### src/rtl/fnd_digit_scanner_if.sv
// Capture-request and scanned-digit bundle between the adder datapath, the digit scanner
// and the FND BCD-to-segment decoder.
interface fnd_digit_scanner_if;
  logic [13:0] i_Value;
  logic        i_Load;
  logic        o_Busy;
  logic [3:0]  o_Digit_Sel;
  logic [3:0]  o_Digit_Value;
  logic        o_Digit_EN;
  logic        o_Overflow;

  modport master (
    output i_Value, i_Load,
    input  o_Busy, o_Digit_Sel, o_Digit_Value, o_Digit_EN, o_Overflow
  );

  modport slave (
    input  i_Value, i_Load,
    output o_Busy, o_Digit_Sel, o_Digit_Value, o_Digit_EN, o_Overflow
  );
endinterface

### src/rtl/fnd_digit_scanner.sv
// Binary-to-BCD converter (sequential double-dabble) feeding a free-running 4-digit
// time-multiplexed scanner with optional leading-zero blanking and an overflow glyph.
module fnd_digit_scanner #(
  parameter int SCAN_DIV = 100000,
  parameter bit BLANK_LZ = 1'b1
) (
  input  logic                i_clk,
  input  logic                i_reset_n,
  fnd_digit_scanner_if.slave  bus
);

  localparam int PW = $clog2(SCAN_DIV);
  localparam logic [PW-1:0] PRESC_LAST = PW'(SCAN_DIV - 1);
  localparam logic [3:0] OVF_GLYPH = 4'hA;

  typedef enum logic {IDLE, CONV} state_t;

  state_t        state_q, state_d;
  logic [13:0]   bin_q, bin_d;
  logic [15:0]   bcd_q, bcd_d;
  logic [3:0]    cnt_q, cnt_d;
  logic          ovf_pend_q, ovf_pend_d;
  logic [15:0]   disp_q, disp_d;
  logic          ovf_q, ovf_d;
  logic [PW-1:0] presc_q, presc_d;
  logic [1:0]    idx_q, idx_d;

  logic [15:0]   bcd_adj;
  logic [15:0]   bcd_shift;
  logic [3:0]    digit_nib;
  logic          lead_zero;

  always_ff @(posedge i_clk or negedge i_reset_n) begin
    if (!i_reset_n) begin
      state_q    <= IDLE;
      bin_q      <= '0;
      bcd_q      <= '0;
      cnt_q      <= '0;
      ovf_pend_q <= 1'b0;
      disp_q     <= '0;
      ovf_q      <= 1'b0;
      presc_q    <= '0;
      idx_q      <= '0;
    end else begin
      state_q    <= state_d;
      bin_q      <= bin_d;
      bcd_q      <= bcd_d;
      cnt_q      <= cnt_d;
      ovf_pend_q <= ovf_pend_d;
      disp_q     <= disp_d;
      ovf_q      <= ovf_d;
      presc_q    <= presc_d;
      idx_q      <= idx_d;
    end
  end

  // One double-dabble iteration: correct nibbles >= 5, then shift the next binary bit in.
  always_comb begin
    bcd_adj = bcd_q;
    for (int i = 0; i < 4; i++) begin
      if (bcd_q[4*i +: 4] >= 4'd5) begin
        bcd_adj[4*i +: 4] = bcd_q[4*i +: 4] + 4'd3;
      end
    end
    bcd_shift = {bcd_adj[14:0], bin_q[13]};
  end

  always_comb begin
    state_d    = state_q;
    bin_d      = bin_q;
    bcd_d      = bcd_q;
    cnt_d      = cnt_q;
    ovf_pend_d = ovf_pend_q;
    disp_d     = disp_q;
    ovf_d      = ovf_q;
    case (state_q)
      IDLE: begin
        if (bus.i_Load) begin
          state_d    = CONV;
          bin_d      = bus.i_Value;
          bcd_d      = '0;
          cnt_d      = '0;
          ovf_pend_d = (bus.i_Value > 14'd9999);
        end
      end
      CONV: begin
        bcd_d = bcd_shift;
        bin_d = {bin_q[12:0], 1'b0};
        cnt_d = cnt_q + 4'd1;
        // The 14th iteration commits straight from the shifter so busy lasts exactly 14 cycles.
        if (cnt_q == 4'd13) begin
          state_d = IDLE;
          disp_d  = bcd_shift;
          ovf_d   = ovf_pend_q;
        end
      end
      default: state_d = IDLE;
    endcase
  end

  always_comb begin
    presc_d = presc_q + PW'(1);
    idx_d   = idx_q;
    if (presc_q == PRESC_LAST) begin
      presc_d = '0;
      idx_d   = idx_q + 2'd1;
    end
  end

  // lead_zero: the selected digit and every digit above it are zero.
  always_comb begin
    digit_nib = disp_q[3:0];
    lead_zero = 1'b0;
    case (idx_q)
      2'd1: begin
        digit_nib = disp_q[7:4];
        lead_zero = (disp_q[15:4] == 12'd0);
      end
      2'd2: begin
        digit_nib = disp_q[11:8];
        lead_zero = (disp_q[15:8] == 8'd0);
      end
      2'd3: begin
        digit_nib = disp_q[15:12];
        lead_zero = (disp_q[15:12] == 4'd0);
      end
      default: ;
    endcase
  end

  assign bus.o_Busy        = (state_q == CONV);
  assign bus.o_Overflow    = ovf_q;
  assign bus.o_Digit_Sel   = ~(4'b0001 << idx_q);
  assign bus.o_Digit_Value = ovf_q ? OVF_GLYPH : digit_nib;
  assign bus.o_Digit_EN    = BLANK_LZ && !ovf_q && lead_zero;

endmodule
### src/flat_wrapper.sv
// flat-port wrapper written by rule: the top's interface ports become plain ports
module fnd_digit_scanner_flat 
#(
  parameter int SCAN_DIV = 100000,
  parameter bit BLANK_LZ = 1'b1
)
  (i_clk, i_reset_n, bus_i_Value, bus_i_Load, bus_o_Busy, bus_o_Digit_Sel, bus_o_Digit_Value, bus_o_Digit_EN, bus_o_Overflow);
  fnd_digit_scanner_if bus_i ();
  input  logic i_clk;
  input  logic i_reset_n;
  input wire logic [$bits(bus_i.i_Value)-1:0] bus_i_Value;
  input wire logic [$bits(bus_i.i_Load)-1:0] bus_i_Load;
  output wire logic [$bits(bus_i.o_Busy)-1:0] bus_o_Busy;
  output wire logic [$bits(bus_i.o_Digit_Sel)-1:0] bus_o_Digit_Sel;
  output wire logic [$bits(bus_i.o_Digit_Value)-1:0] bus_o_Digit_Value;
  output wire logic [$bits(bus_i.o_Digit_EN)-1:0] bus_o_Digit_EN;
  output wire logic [$bits(bus_i.o_Overflow)-1:0] bus_o_Overflow;
  assign bus_i.i_Value = bus_i_Value;
  assign bus_i.i_Load = bus_i_Load;
  assign bus_o_Busy = bus_i.o_Busy;
  assign bus_o_Digit_Sel = bus_i.o_Digit_Sel;
  assign bus_o_Digit_Value = bus_i.o_Digit_Value;
  assign bus_o_Digit_EN = bus_i.o_Digit_EN;
  assign bus_o_Overflow = bus_i.o_Overflow;
  fnd_digit_scanner #(.SCAN_DIV(SCAN_DIV), .BLANK_LZ(BLANK_LZ)) u_core (.i_clk(i_clk), .i_reset_n(i_reset_n), .bus(bus_i));
endmodule
### config.mk
export PLATFORM = sky130hd
export DESIGN_NAME = fnd_digit_scanner_flat
export DESIGN_NICKNAME = d
export VERILOG_FILES = /design/src/rtl/fnd_digit_scanner_if.sv /design/src/rtl/fnd_digit_scanner.sv /design/src/flat_wrapper.sv
export SDC_FILE = /design/constraint.sdc
export NUM_CORES = 1
export LEC_CHECK = 0
export ABC_AREA = 1
export CAP_MARGIN = 10
export CORE_ASPECT_RATIO = 1.5
export CORE_MARGIN = 2
export CORE_UTILIZATION = 58
export DETAILED_ROUTE_END_ITERATION = 16
export PLACE_DENSITY = 0.87
export SKIP_LAST_GASP = 1
export SLEW_MARGIN = 20
export SYNTH_ARGS = -nofsm -noshare
export SYNTH_HDL_FRONTEND = slang
export SYNTH_SLANG_ARGS = --single-unit
### constraint.sdc
create_clock -name i_clk -period 1.9 [get_ports i_clk]
set_input_delay 0.57 -clock i_clk [delete_from_list [all_inputs] [get_ports i_clk]]
set_output_delay 0.57 -clock i_clk [all_outputs]
set_load 0.02 [all_outputs]
==> results of run 1 <==
[where the power goes]
part / leakage, nW / switching, mW / total [mW] / internal, mW
Combinational: 1.25 / 1.45 / 2.40 / 0.948
Clock: 0.102 / 0.547 / 1.26 / 0.708
Sequential: 0.913 / 0.355 / 2.40 / 2.05
[cell families (layout without fill, tap and decap cells)]
group                      count (synthesis)  count (layout)  share of synthesized area (%)
adders and majority gates                 16              16                           5.35
xor gates and xnor gates                   9               9                           2.11
buffers and inverters                     78             138                           8.25
AOI/OAI and AO/OA                         60              60                           9.69
and+or+nand+nor                          233             233                           26.5
DFF                                       72              72                           48.1
[timing repair]
action                     4_1_cts  5_1_grt
pin swaps                        2        3
resized for setup               58        4
setup endpoints to repair       10        8
buffers inserted                 1        0
[sequential cells by signal, summed over array words and instances, names as in the netlist]
| signal | flops |
|---|---|
| u_core.presc_q | 17 |
| u_core.disp_q | 16 |
| u_core.cnt_q | 4 |
| u_core.bus.o_Busy | 1 |
| u_core.ovf_pend_q | 1 |
| u_core.bcd_q | 16 |
| u_core.bin_q | 14 |
| u_core.idx_q | 2 |
| u_core.bus.o_Overflow | 1 |
[metal layers]
| metal | vias up | part of all wire [%] | wire, µm |
|---|---|---|---|
| met4 | 0 | 2.5 | 201 |
| met5 | - | 0 | 0 |
| met3 | 21 | 5.5 | 449 |
| li1 | 1605 | - | - |
| met1 | 1553 | 40 | 3280 |
| met2 | 134 | 51 | 4180 |
[cell usage after synthesis, types with 2 or more instances]
library cell / count
nand2_1: 137
dfrtp_1: 72
inv_1: 62
nor2_1: 41
nand3_1: 36
o21ai_0: 23
ha_1: 16
buf_2: 9
xor2_1: 9
a21oi_1: 7
nand4_1: 7
o221ai_1: 7
o21ai_1: 5
o22ai_1: 5
inv_2: 4
nor2_4: 4
o211ai_1: 4
a31oi_1: 3
a22oi_1: 2
nand2_2: 2
nor3_1: 2
o21bai_1: 2
[cell type report]
cell class / count / share of cell area (%)
clock buffers: 13 / 3.72
clock inverters: 2 / 0.826
inverters: 67 / 5.56
multi-input cells: 318 / 37.3
flip-flops and latches: 72 / 39.7
well taps: 74 / 2.04
repair buffers: 56 / 10.8
[cell usage in the layout (no fill, tap or decap), types with 4 or more instances in the layout]
master	instances
nand2_1	136
dfrtp_1	71
inv_1	57
nor2_1	40
nand3_1	36
buf_4	30
o21ai_0	23
clkdlybuf4s50_1	16
clkbuf_8	12
ha_1	11
inv_2	9
xor2_1	9
nand4_1	7
o221ai_1	7
a21oi_1	5
o22ai_1	5
o21ai_1	5
nor2_4	4
o211ai_1	4
[path summary, 6_finish.rpt]
kind / start / to / slack, ps / cells past startpoint
worst min-delay path: i_reset_n / u_core.presc_q[13] / 230 / 2
min in group i_clk: u_core.presc_q[0] / u_core.presc_q[0] / 470 / 1
worst max register to register: u_core.bcd_q[8] / u_core.bcd_q[9] / 420 / 9
worst max-delay path: u_core.idx_q[1] / bus_o_Digit_EN / -280 / 9
worst min register to register: u_core.presc_q[0] / u_core.presc_q[0] / 470 / 1
max in group asynchronous: i_reset_n / u_core.bin_q[7] / 1340 / 2
==> metrics.md, run 1 <==
| Metric | Value |
|---|---|
| Top cells by area, synth | `dfrtp_1 48%, nand2_1 14%, inv_1 6.2%` |
| Share of the synthesized area in the top cell type | `48.1%` |
| Maximum VDD drop | `1.13 mV` |
| Core area | `6170 µm²` |
| #FFs+latches synth | `72` |
| Reg area | `1800 µm²` |
| Max-cap violation count | `0` |
| Delay-heaviest family, CP | `flip-flops` |
| Largest net degree at the start of global routing | `73` |
| Status | `finished with violations` |
| Avg Cell Area, Syn | `8.00 µm²` |
| Sink Count | `72` |
| Via count | `3313` |
| CTS Hold Buffers Added | `0` |
| Deepest clock path buffer count | `2` |
| Synth Cell Area | `3740 µm²` |
| Ys flop type | `dfrtp_1` |
| Non-Filler Instances | `602` |
| CP most frequent cell | `inv_2` |
| DP Worst Slack | `-412 ps` |
| GRT Util Overall | `24.4%` |
| Antenna violations before repair | `0` |
| Post-layout nets | `557` |
| Met1 usage | `28.7%` |
| Crit-path cells | `inv_2 -> ha_4 -> inv_2 -> nor2_2 -> nand3_1 -> nand2_1 -> nand2_2 -> a21oi_4 -> buf_6` |
| Skew final | `10.2 ps` |
| Worst Tran Pin Value | `379 ps` |
| GR Util met2 | `43.1%` |
| Synth-to-layout area growth | `21.3%` |
| ANT nets after route | `0` |
| Layout cells sized above 1 | `15.2%` |
| Post-DP Area | `4280 µm²` |
| Worst Slack Setup Final | `-277 ps` |
| DR WL/cell | `13.5 µm` |
| Area leader, netlist | `dfrtp_1` |
| Util after Layout | `73.6%` |
| Worst rel slew slack | `74.7%` |
| GRT met3 Usage | `4.24%` |
| Synth Instances | `468` |
| Die Footprint | `7130 µm²` |
| Area of the multi-input gates | `1700 µm²` |
| Diodes inserted | `0` |
| CP max FO | `2` |
| PD cells | `1330 nW/µm²` |
| Worst hold margin | `233 ps` |
| Remaining DRCs | `0` |
| H-tree levels | `3` |
| Placed Instances | `586` |
| Final Hold Viols | `0` |
| Clock transition at path regs | `80 ps` |
| Iter 0 DRT Violations | `311` |
| Startpoint Class | `flop` |
| Yosys warns | `0` |
| Leakage | `2.27 nW` |
| RePlAce Congestion | `0.838` |
| CTS tree | `yes` |
| RSZ-0062 raised after global routing | `yes` |
| Num CTS Buffers | `9` |
| Netlist cell types | `31` |
| Period utilization | `115%` |
| Minimum clock period after layout | `2180 ps` |
| Gr ovfl total | `0` |
| Setup CP Type | `flop to output port` |
| CP bufs+invs | `3` |
| Vias/cell | `5.50` |
| Root buffer cell | `clkbuf_8` |
| First-pass GRT wire length | `14000 µm` |
| Final wirelength | `8110 µm` |
| Hold Crit Class | `primary input to async pin` |
| Arrival @ worst endpoint | `1610 ps` |
| EDFF count, synth | `0` |
| Drt first pass iters | `5` |
| Synth async-reset ratio | `100%` |
| Die W | `69.6 µm` |
| Rows | `35` |
| Clk_lat worst skew | `340 ps` |
| Final setup fails | `8` |
| Slew Viols, Final | `0` |
| Fmax | `0.459 GHz` |
| Vias in the first global route | `3304` |
| Power Total | `6.05 mW` |
| Initial Util | `60.6%` |
| GRT Max-Usage Layer | `met2` |
| Post-Syn Nets | `501` |
| CP max stage delay | `400 ps` |
| IO Port Bufs | `27` |
| DP HPWL | `5710 µm` |
| Ports | `28` |
| Final instance area | `4540 µm²` |
| CP endpoint kind | `output port` |
| Fill cells | `457` |
| Vert. Die Dim | `102 µm` |
| CP max stage cell | `dfrtp_1` |
| Post-route setup TNS | `-1480 ps` |
| CP Data Required Time | `1330 ps` |
| Failing checks | `setup timing` |
| Sequential share of the synthesized area | `48.1%` |
Power figures use the tool's default switching activity.
==> run 2: changes to the inputs <==
- ABC_AREA: 1 -> 0
==> run 2 against run 1 <==
  * The run still ends with setup timing left
  * Count of clock-buffer cells in the layout rose by 1
  * Power fell by 6.5%
  * Clock power fell by 11%
  * Cell count fell by 19%
  * Worst setup slack got worse by 400 ps
  * Critical path depth fell by 2
  * Combinational power fell by 11%
  * Non-clock buffer count did not move
  * Register-to-register slack got worse by 300 ps
  * Final area fell by 1.3%
  * Flip-flop and latch count did not move
  * Highest routed layer unchanged
==> metrics.md, run 2 <==
| Metric | Value |
|---|---|
| Netlist cell types | `34 (was 31)` |
| Delay-heaviest family, CP | `simple AND/OR/NAND/NOR gates (was flip-flops)` |
| Commonest non-fill, non-tap cell in the layout | `dfrtp_1 (was nand2_1)` |
| CP bufs+invs | `2 (was 3)` |
| Crit Reg-Reg Endpoint | `u_core.presc_q[5] (was u_core.bcd_q[9])` |
| First-pass GRT wire length | `12800 µm (was 14000 µm)` |
| Iter 0 DRT Violations | `131 (was 311)` |
| Number of flip-flops in the largest register | `17 (unchanged)` |
| Share of the synthesized area in the top cell type | `49.1% (was 48.1%)` |
| Arrival @ worst endpoint | `2000 ps (was 1610 ps)` |
| Vias/cell | `5.70 (was 5.50)` |
| Synth Instances | `357 (was 468)` |
| Area of the multi-input gates | `1820 µm² (was 1700 µm²)` |
| Crit-path cells | `buf_6 -> ha_4 -> or4b_4 -> o21ai_2 -> a21oi_2 -> nor4_4 -> buf_4 (was inv_2 -> ha_4 -> inv_2 -> nor2_2 -> nand3_1 -> nand2_1 -> nand2_2 -> a21oi_4 -> buf_6)` |
| Remaining DRCs | `0 (unchanged)` |
| Area leader, netlist | `dfrtp_1 (unchanged)` |
| Util after Layout | `73.1% (was 73.6%)` |
| Most frequent cells in the layout | `71 x dfrtp_1, 37 x nand2_1, 37 x o21ai_0 (was 136 x nand2_1, 71 x dfrtp_1, 57 x inv_1)` |
| Deepest clock path buffer count | `2 (unchanged)` |
| Yosys warns | `0 (unchanged)` |
| RePlAce Congestion | `0.826 (was 0.838)` |
| Vias in the first global route | `2848 (was 3304)` |
| Largest net degree at the start of global routing | `73 (unchanged)` |
| Post-Syn Nets | `390 (was 501)` |
| Fmax | `0.389 GHz (was 0.459 GHz)` |
| Post-route setup TNS | `-2860 ps (was -1480 ps)` |
| CP max FO | `3 (was 2)` |
| Worst rel slew slack | `60.8% (was 74.7%)` |
| CP Data Required Time | `1330 ps (about the same)` |
| Startpoint Class | `flop (unchanged)` |
| Most frequent cells after synthesis | `72 x dfrtp_1, 39 x o21ai_0, 37 x nand2_1, 30 x mux2i_1, 23 x nand2b_1 (was 137 x nand2_1, 72 x dfrtp_1, 62 x inv_1, 41 x nor2_1, 36 x nand3_1)` |
| Reg area | `1800 µm² (unchanged)` |
| RSZ-0062 raised after global routing | `yes (unchanged)` |
| Final wirelength | `7480 µm (was 8110 µm)` |
| Die Footprint | `6990 µm² (was 7130 µm²)` |
| Final Hold Viols | `0 (unchanged)` |
| Synth Cell Area | `3670 µm² (was 3740 µm²)` |
| Clk_lat worst skew | `340 ps (about the same)` |
| Core area | `6130 µm² (was 6170 µm²)` |
| R2r setup slk | `120 ps (was 420 ps)` |
| Top cells by area, synth | `dfrtp_1 49%, mux2i_1 8.2%, ha_1 5.5% (was dfrtp_1 48%, nand2_1 14%, inv_1 6.2%)` |
| Diodes inserted | `0 (unchanged)` |
| H-tree levels | `3 (unchanged)` |
| Maximum VDD drop | `0.786 mV (was 1.13 mV)` |
| Vert. Die Dim | `101 µm (was 102 µm)` |
| Fill cells | `445 (was 457)` |
| Setup CP Type | `flop to output port (unchanged)` |
| CTS tree | `yes (unchanged)` |
| Power Total | `5.66 mW (was 6.05 mW)` |
| Drt first pass iters | `4 (was 5)` |
| Largest Register | `u_core.presc_q (unchanged)` |
| Root buffer cell | `clkbuf_8 (unchanged)` |
| #FFs+latches synth | `72 (unchanged)` |
| CP max stage delay | `450 ps (was 400 ps)` |
| Count leader, synth | `dfrtp_1 (was nand2_1)` |
| Sequential share of the synthesized area | `49.1% (was 48.1%)` |
| Die W | `68.9 µm (was 69.6 µm)` |
| Ports | `28 (unchanged)` |
| Rows | `35 (unchanged)` |
| DP HPWL | `5240 µm (was 5710 µm)` |
| GRT Util Overall | `25.1% (was 24.4%)` |
| Initial Util | `59.8% (was 60.6%)` |
| IO Port Bufs | `27 (unchanged)` |
| Antenna violations before repair | `0 (unchanged)` |
| Worst Tran Pin Value | `588 ps (was 379 ps)` |
| Via count | `2774 (was 3313)` |
| Slew Viols, Final | `0 (unchanged)` |
| Period utilization | `135% (was 115%)` |
| ANT nets after route | `0 (unchanged)` |
| DR WL/cell | `15.4 µm (was 13.5 µm)` |
| CP max stage cell | `or4b_4 (was dfrtp_1)` |
| Post-layout nets | `443 (was 557)` |
| Skew final | `7.32 ps (was 10.2 ps)` |
| PD cells | `1260 nW/µm² (was 1330 nW/µm²)` |
| Synth-to-layout area growth | `22.3% (was 21.3%)` |
| Max-cap violation count | `0 (unchanged)` |
| Post-DP Area | `4220 µm² (was 4280 µm²)` |
| DP Worst Slack | `-748 ps (was -412 ps)` |
| Hold Crit Class | `primary input to async pin (unchanged)` |
| CP endpoint kind | `output port (unchanged)` |
| Synth async-reset ratio | `100% (unchanged)` |
| Largest regs | `u_core.presc_q x17, u_core.bcd_q x16, u_core.disp_q x16 (unchanged)` |
| Num CTS Buffers | `9 (unchanged)` |
| Leakage | `2.08 nW (was 2.27 nW)` |
| Sink Count | `72 (unchanged)` |
| Reg2reg start | `u_core.presc_q[11] (was u_core.bcd_q[8])` |
| Final setup fails | `9 (was 8)` |
| Gr ovfl total | `0 (unchanged)` |
| Avg Cell Area, Syn | `10.3 µm² (was 8.00 µm²)` |
| Clock transition at path regs | `70 ps (was 80 ps)` |
| Final instance area | `4480 µm² (was 4540 µm²)` |
| Cell count of the worst reg-to-reg path | `4 (was 9)` |
| Ys flop type | `dfrtp_1 (unchanged)` |
| Failing checks | `setup timing (unchanged)` |
| EDFF count, synth | `0 (unchanged)` |
| Status | `finished with violations (unchanged)` |
| Layout cells sized above 1 | `18.9% (was 15.2%)` |
| Worst Slack Setup Final | `-673 ps (was -277 ps)` |
| Minimum clock period after layout | `2570 ps (was 2180 ps)` |
run 2: cell types whose count changed after synthesis, sizes merged, moves of 7 or more:
cell	before	now
o21ai	29	39
o221ai	7	0
nand2b	0	23
clkbuf	1	10
nor2	45	13
xnor2	0	14
nor3b	1	8
inv	66	18
mux2i	0	30
nand2	140	37
a21oi	7	15
nand3	36	8
run 2: final cells by class:
type                       instances  share of cell area, %
clock buffer                      14                   4.07
multi-input combinational        253                   40.6
tap                               74                   2.07
timing repair buffer              56                   11.6
inverter                          18                   1.51
sequential                        72                   40.2
run 2: stage by stage:
| stage | std cells | hold slack, ps |
|---|---|---|
| after floorplan | 357 | 274 |
| after global placement | 469 | 465 |
| after detailed placement | 469 | 476 |
| after CTS | 485 | 251 |
| after global routing | 487 | 254 |
| final | 487 | 249 |
run 2: logic make-up after synthesis:
group | after synthesis | synth area share, %
compound gates | 65 | 9.93
xor+xnor | 18 | 4.30
fa+ha+maj | 16 | 5.46
buf+inv | 32 | 3.52
flops | 72 | 49.1
mux | 36 | 10.0
simple gates | 118 | 17.6
run 2: worst max-delay path by stage:
stage,from,to,cells past startpoint
after floorplan,u_core.idx_q[1],bus_o_Digit_EN,6
after global placement,u_core.idx_q[1],bus_o_Digit_EN,7
after detailed placement,u_core.idx_q[1],bus_o_Digit_EN,7
after CTS,u_core.idx_q[0],bus_o_Digit_EN,7
after global routing,u_core.idx_q[0],bus_o_Digit_EN,7
final,u_core.idx_q[0],bus_o_Digit_EN,7
run 2: worst register-to-register path, cell delays in order (launching register included):
cell	delay, ps
dfrtp_1	410
or4_4	540
nor4_4	420
buf_4	230
a21oi_1	60
run 2: report_power, final:
part / switching [mW] / internal [mW] / total (mW)
registers: 0.402 / 2.01 / 2.42
clock network: 0.512 / 0.604 / 1.12
logic: 1.15 / 0.982 / 2.13
total: 2.06 / 3.60 / 5.66
run 2: repair_timing:
item | in CTS | in global routing
pin swaps | 9 | 3
cloned | 0 | 0
setup endpoints to repair | 11 | 9
setup buffers | 3 | 2
hold buffers | 0 | 0
resized for setup | 62 | 5
run 2: per-layer routing:
metal / vias to the layer above / part of all wire [%] / GRT usage [%]
li1: 1344 / - / -
met1: 1348 / 42 / 29.8
met2: 65 / 53 / 42.5
met3: 17 / 2.9 / 6.44
met4: 0 / 2.7 / 10.7
met5: - / 0 / 0
